`config.mk`:
```
export PLATFORM = sky130hd
export DESIGN_NAME = cpu_run_ctrl
export DESIGN_NICKNAME = d
export VERILOG_FILES = /design/src/rtl/cpu_run_ctrl.sv
export SDC_FILE = /design/constraint.sdc
export NUM_CORES = 1
export LEC_CHECK = 0
export CORE_ASPECT_RATIO = 0.6
export CORE_MARGIN = 2
export CORE_UTILIZATION = 47
export DETAILED_ROUTE_END_ITERATION = 7
export GPL_TIMING_DRIVEN = 0
export HOLD_SLACK_MARGIN = 0.15
export MAX_ROUTING_LAYER = met4
export PLACE_DENSITY = 0.82
export SLEW_MARGIN = 20
export SYNTH_ARGS = -nofsm -noshare
export SYNTH_HDL_FRONTEND = slang
export SYNTH_SLANG_ARGS = --single-unit
```
`constraint.sdc`:
```
create_clock -name clk -period 2.1 [get_ports clk]
set_input_delay 0.21 -clock clk [delete_from_list [all_inputs] [get_ports clk]]
set_output_delay 0.21 -clock clk [all_outputs]
set_load 0.1 [all_outputs]
```
`src/rtl/cpu_run_ctrl.sv`:
```
// cpu_run_ctrl: run/halt/step sequencer for the single-cycle RV32 core.
// Drives cpu_en, which qualifies the PC update, register-file write and
// data-memory write. The core is held in BOOT while instruction memory is
// preloaded. It can then be halted by a debugger, a PC breakpoint or an
// EBREAK, and single-stepped. The block also keeps cycle and
// retired-instruction counters.

module cpu_run_ctrl #(
   parameter int BOOT_CYCLES  = 16,
   parameter int START_HALTED = 0,
   parameter int CNT_W        = 32
) (
   input  logic             clk,
   input  logic             rst_n,
   input  logic [31:0]      pc,
   input  logic             inst_ebreak,
   input  logic             dbg_halt_req,
   input  logic             dbg_resume_req,
   input  logic             dbg_step_req,
   input  logic             bp_en,
   input  logic [31:0]      bp_addr,
   input  logic             cnt_clr,
   output logic             cpu_en,
   output logic             halted,
   output logic [1:0]       halt_cause,
   output logic [CNT_W-1:0] cycle_cnt,
   output logic [CNT_W-1:0] instret_cnt
);

   // The boot counter only needs to reach BOOT_CYCLES.
   localparam int BOOT_W = (BOOT_CYCLES < 2) ? 1 : $clog2(BOOT_CYCLES + 1);
   localparam logic [BOOT_W-1:0] BOOT_LAST = BOOT_W'(BOOT_CYCLES);

   localparam logic [1:0] CAUSE_STEP   = 2'd0;
   localparam logic [1:0] CAUSE_DEBUG  = 2'd1;
   localparam logic [1:0] CAUSE_BP     = 2'd2;
   localparam logic [1:0] CAUSE_EBREAK = 2'd3;

   typedef enum logic [1:0] {
      ST_BOOT = 2'd0,
      ST_RUN  = 2'd1,
      ST_HALT = 2'd2,
      ST_STEP = 2'd3
   } state_t;

   state_t              state;
   logic [BOOT_W-1:0]   boot_cnt;
   logic                skip;

   logic                bp_hit;
   logic                ebreak_hit;
   logic                run_stop;
   logic [1:0]          stop_cause;

   // Stop detection while running. The skip flag masks the breakpoint and
   // EBREAK so that a resume or step from one of them does not re-halt at
   // once. A debugger halt request is never masked.
   always_comb begin
      bp_hit     = bp_en & (pc == bp_addr) & ~skip;
      ebreak_hit = inst_ebreak & ~skip;
      run_stop   = dbg_halt_req | bp_hit | ebreak_hit;
      stop_cause = CAUSE_EBREAK;
      if (dbg_halt_req) begin
         stop_cause = CAUSE_DEBUG;
      end else if (bp_hit) begin
         stop_cause = CAUSE_BP;
      end
   end

   // Commit qualifier. This is combinational from pc and inst_ebreak, so a
   // stopping instruction never commits.
   always_comb begin
      cpu_en = 1'b0;
      case (state)
         ST_RUN:  cpu_en = ~run_stop;
         ST_STEP: cpu_en = 1'b1;
         default: cpu_en = 1'b0;
      endcase
   end

   assign halted = (state == ST_HALT);

   // Sequencer: BOOT preload window, free run, halt and single step,
   // together with the skip flag and the latched halt cause.
   always_ff @(posedge clk or negedge rst_n) begin
      if (!rst_n) begin
         state      <= ST_BOOT;
         boot_cnt   <= '0;
         skip       <= 1'b0;
         halt_cause <= CAUSE_STEP;
      end else begin
         if (cpu_en) begin
            skip <= 1'b0;
         end
         case (state)
            ST_BOOT: begin
               if (boot_cnt == BOOT_LAST) begin
                  if (START_HALTED != 0) begin
                     state      <= ST_HALT;
                     halt_cause <= CAUSE_DEBUG;
                  end else begin
                     state <= ST_RUN;
                  end
               end else begin
                  boot_cnt <= boot_cnt + BOOT_W'(1);
               end
            end
            ST_RUN: begin
               if (run_stop) begin
                  state      <= ST_HALT;
                  halt_cause <= stop_cause;
               end
            end
            ST_HALT: begin
               if (dbg_step_req) begin
                  state <= ST_STEP;
                  skip  <= 1'b1;
               end else if (dbg_resume_req) begin
                  state <= ST_RUN;
                  skip  <= 1'b1;
               end
            end
            ST_STEP: begin
               state      <= ST_HALT;
               halt_cause <= CAUSE_STEP;
            end
            default: begin
               state <= ST_BOOT;
            end
         endcase
      end
   end

   // Performance counters. A clear takes priority over counting, and both
   // counters wrap naturally at their width.
   always_ff @(posedge clk or negedge rst_n) begin
      if (!rst_n) begin
         cycle_cnt   <= '0;
         instret_cnt <= '0;
      end else if (cnt_clr) begin
         cycle_cnt   <= '0;
         instret_cnt <= '0;
      end else begin
         if (state != ST_BOOT) begin
            cycle_cnt <= cycle_cnt + CNT_W'(1);
         end
         if (cpu_en) begin
            instret_cnt <= instret_cnt + CNT_W'(1);
         end
      end
   end

endmodule

```
==> results.md <==
- Status: finished, violations left
- Failing checks: setup timing
- YS warnings: 0
- Die area: ~9900 um^2
- Initial detailed-routing violation count: 346
- CTS Buffer Depth: 2
- CTS tree: yes
- RSZ-0062 raised after global routing: yes
- Std-Cell Rows: 26
- Syn Nets: ~530
- Initial antenna violation count: 1
- Wire per inst: approximately 19 um
- Pre-antenna DRT Iters: 7
- Worst setup SP type: input pin
- Most frequent cells in the layout: dlygate4sd2_1, xor2_1, nor2_1
- Via density: around 5.9
- Crit path DAT: approximately 2 ns
- Synthesis-to-layout area growth: 58.8%
- Antenna-violating nets left: 0
- Initial Utilization: 0.493
- HPWL after detailed placement: 9460 um
- Fin worst setup slack: -0.0769 ns
- Clk_lat worst skew: 0.34 ns
- Core footprint: roughly 8700 um^2
- Most common cell after layout, fill and taps aside: dlygate4sd2_1
- Post-synthesis register bit count: 74
- Max-Slew Margin vs Limit: 0.318
- Total Wirelength: about 14000 um
- Pins Over Slew Limit: 0
- First-pass GRT wire length: between 20000 and 25000 um
- Avg Inst Size Synth: 9.46 um^2
- Worst-Margin Slew: approximately 1.0 ns
- R2R Setup Slk: 0.02 ns
- Synth Cell Area: around 4300 um^2
- CP max FO: 2
- WS Path Type: in2out
- Root buffer cell: clkbuf_16
- Area contributors post-synth: dfrtp_1, xor2_1, o31ai_1
- Final Cycle Share: 1.04
- Power per Cell Area: 724 nW/um^2
- Die Width: ~130 um
- Drt drc: 0
- Unique cell type count in the Yosys netlist: between 40 and 50
- Max_cap viols: 0
- CTS buffer count: 9
- RD Place Congestion: 0.882
- Chip height: between 70 and 80 um
- Max VDD drop: 1.33 mV
- Final setup vio count: 1
- Post-Layout Inst Area: roughly 7000 um^2
- GRT overflow: 0
- Clock-pin slew on the worst setup and hold paths: about 0.06 ns
- Post-synth top area cell: dfrtp_1
- Critical Path Sink Type: output port
- Placed Area: roughly 6000 um^2
- Fillers: between 500 and 600
- Async SR Flop Fraction: 1.00
- CP Cell Sequence: clkdlybuf4s50_1 -> xor2_1 -> nor4_2 -> nand4_1 -> nor4_4 -> buf_6 -> buf_8 -> nor2_4 -> buf_12
- Via count: roughly 4400
- EDFF count, synth: 0
- Clock Skew: 0.00761 ns
- Fin nets: between 700 and 800
- Port-buffer cells: roughly 140
- Setup TNS: -0.0769 ns
- # IOs: 140
- Worst hold path type: in2async
- Critical Path Max Stage Delay: 0.43 ns
- Final hold vios: 0
- Sequential fraction of the synthesis area: 0.432
- Fraction of layout cells with a size suffix above 1: 0.268
- Largest net degree at the start of global routing: 46
- WP data required: between 1.5 and 2 ns
- Worst path slowest cell: clkdlybuf4s50_1
- Leakage dissipation: approximately 3.3 nW
- Total GRT Usage: 0.281
- Number of global-route vias before repair: about 4200
- H-tree depth: 3
- Syn Inst Count: between 400 and 500
- Clock sinks: 74
- Top_reg_cell synth: dfrtp_1
- Max frequency: 459 MHz
- Top cell type's share of synthesized area: 0.432
- Minimum clock period: ~2.2 ns
state kept, by name, summed over array words and instances, names as in the netlist:
register	flops
boot_cnt	5
cycle_cnt	32
halt_cause	2
instret_cnt	32
skip	1
state	2
worst max-delay path: cells and delay by family:
kind | cells | cell delay [ns]
xor gates and xnor gates | 1 | 0.16
buffers and inverters | 4 | 0.83
and+or+nand+nor | 4 | 0.76
where the power goes:
group	internal [mW]	switching [mW]
Clock	0.836	0.614
Combinational	0.543	1.20
Sequential	1.57	0.154
synth_stat cells, types with 3 or more instances:
cell,instances
nor2_1,42
or4_1,24
and3_1,12
mux2_4,4
o31a_1,3
nand3_1,28
and4_1,6
xnor2_1,10
o21a_1,3
nand4_1,19
nor4_1,11
buf_2,5
o31ai_1,24
inv_1,7
nor3_1,5
a21oi_1,32
and2_1,3
xor2_1,55
or3_1,3
dfrtp_1,74
clkbuf_1,17
nand2_1,25
o21ai_0,7
ha_1,4
nor2b_1,6
buf_6,3
stage by stage:
step           worst slack (ns)  utilization  hold WS (ns)  power, mW  std cells
6_report                -0.0769        0.783         0.352       4.92        751
5_1_grt                  -0.152        0.783         0.395       5.12        751
4_1_cts                 -0.0949        0.728         0.356       4.79        729
3_5_place_dp              -1.48        0.688         0.174       3.31        705
3_3_place_gp              -2.25        0.685         0.475       3.26        704
2_1_floorplan            -0.149            -       -0.0856       2.78        453
logic make-up (layout without fill, tap and decap cells):
kind of cell               after synthesis  after routing  synth area share
muxes                                    4              4            0.0140
and+or+nand+nor                        194            194             0.255
buffers and inverters                   33            218            0.0365
other                                    0              1                 0
AOI/OAI and AO/OA                       79             79             0.118
adders and majority gates                4              4            0.0117
DFF                                     74             74             0.432
xor gates and xnor gates                65             65             0.133
worst paths after layout:
path / endpoint / cells past startpoint / startpoint
max in group asynchronous: instret_cnt[6] / 3 / rst_n
min reg2reg: boot_cnt[4] / 1 / boot_cnt[4]
min: instret_cnt[23] / 2 / rst_n
max: cpu_en / 9 / pc[24]
max reg2reg: instret_cnt[31] / 8 / skip
min in group clk: boot_cnt[4] / 1 / boot_cnt[4]
what timing repair did:
action / in CTS / in global routing
buffers inserted: 8 / 22
pin swaps: 15 / 26
hold buffers: 1 / 0
endpoints found under the hold margin: 29 / 0
setup endpoints to repair: 82 / 60
resized for setup: 100 / 95
cell type report:
class / instances / area (um^2) / share of cell area
antenna: 1 / 2.50 / 0.000368
buffer: 25 / 178 / 0.0261
clock buffer: 11 / 243 / 0.0357
inverter: 7 / 26.3 / 0.00386
tap: 112 / 140 / 0.0206
clock inverter: 5 / 40.0 / 0.00588
multi-input combinational: 346 / 2550 / 0.375
sequential: 74 / 1960 / 0.287
timing repair buffer: 170 / 1670 / 0.245
per-layer routing:
| metal | share of wire | global-route usage | up-vias |
|---|---|---|---|
| li1 | - | - | 2012 |
| met1 | 0.43 | 0.367 | 2172 |
| met2 | 0.48 | 0.419 | 229 |
| met3 | 0.069 | 0.0752 | 24 |
| met4 | 0.018 | 0.110 | 0 |
| met5 | 0 | - | - |
Note: power is estimated with default switching activity, not from simulation.
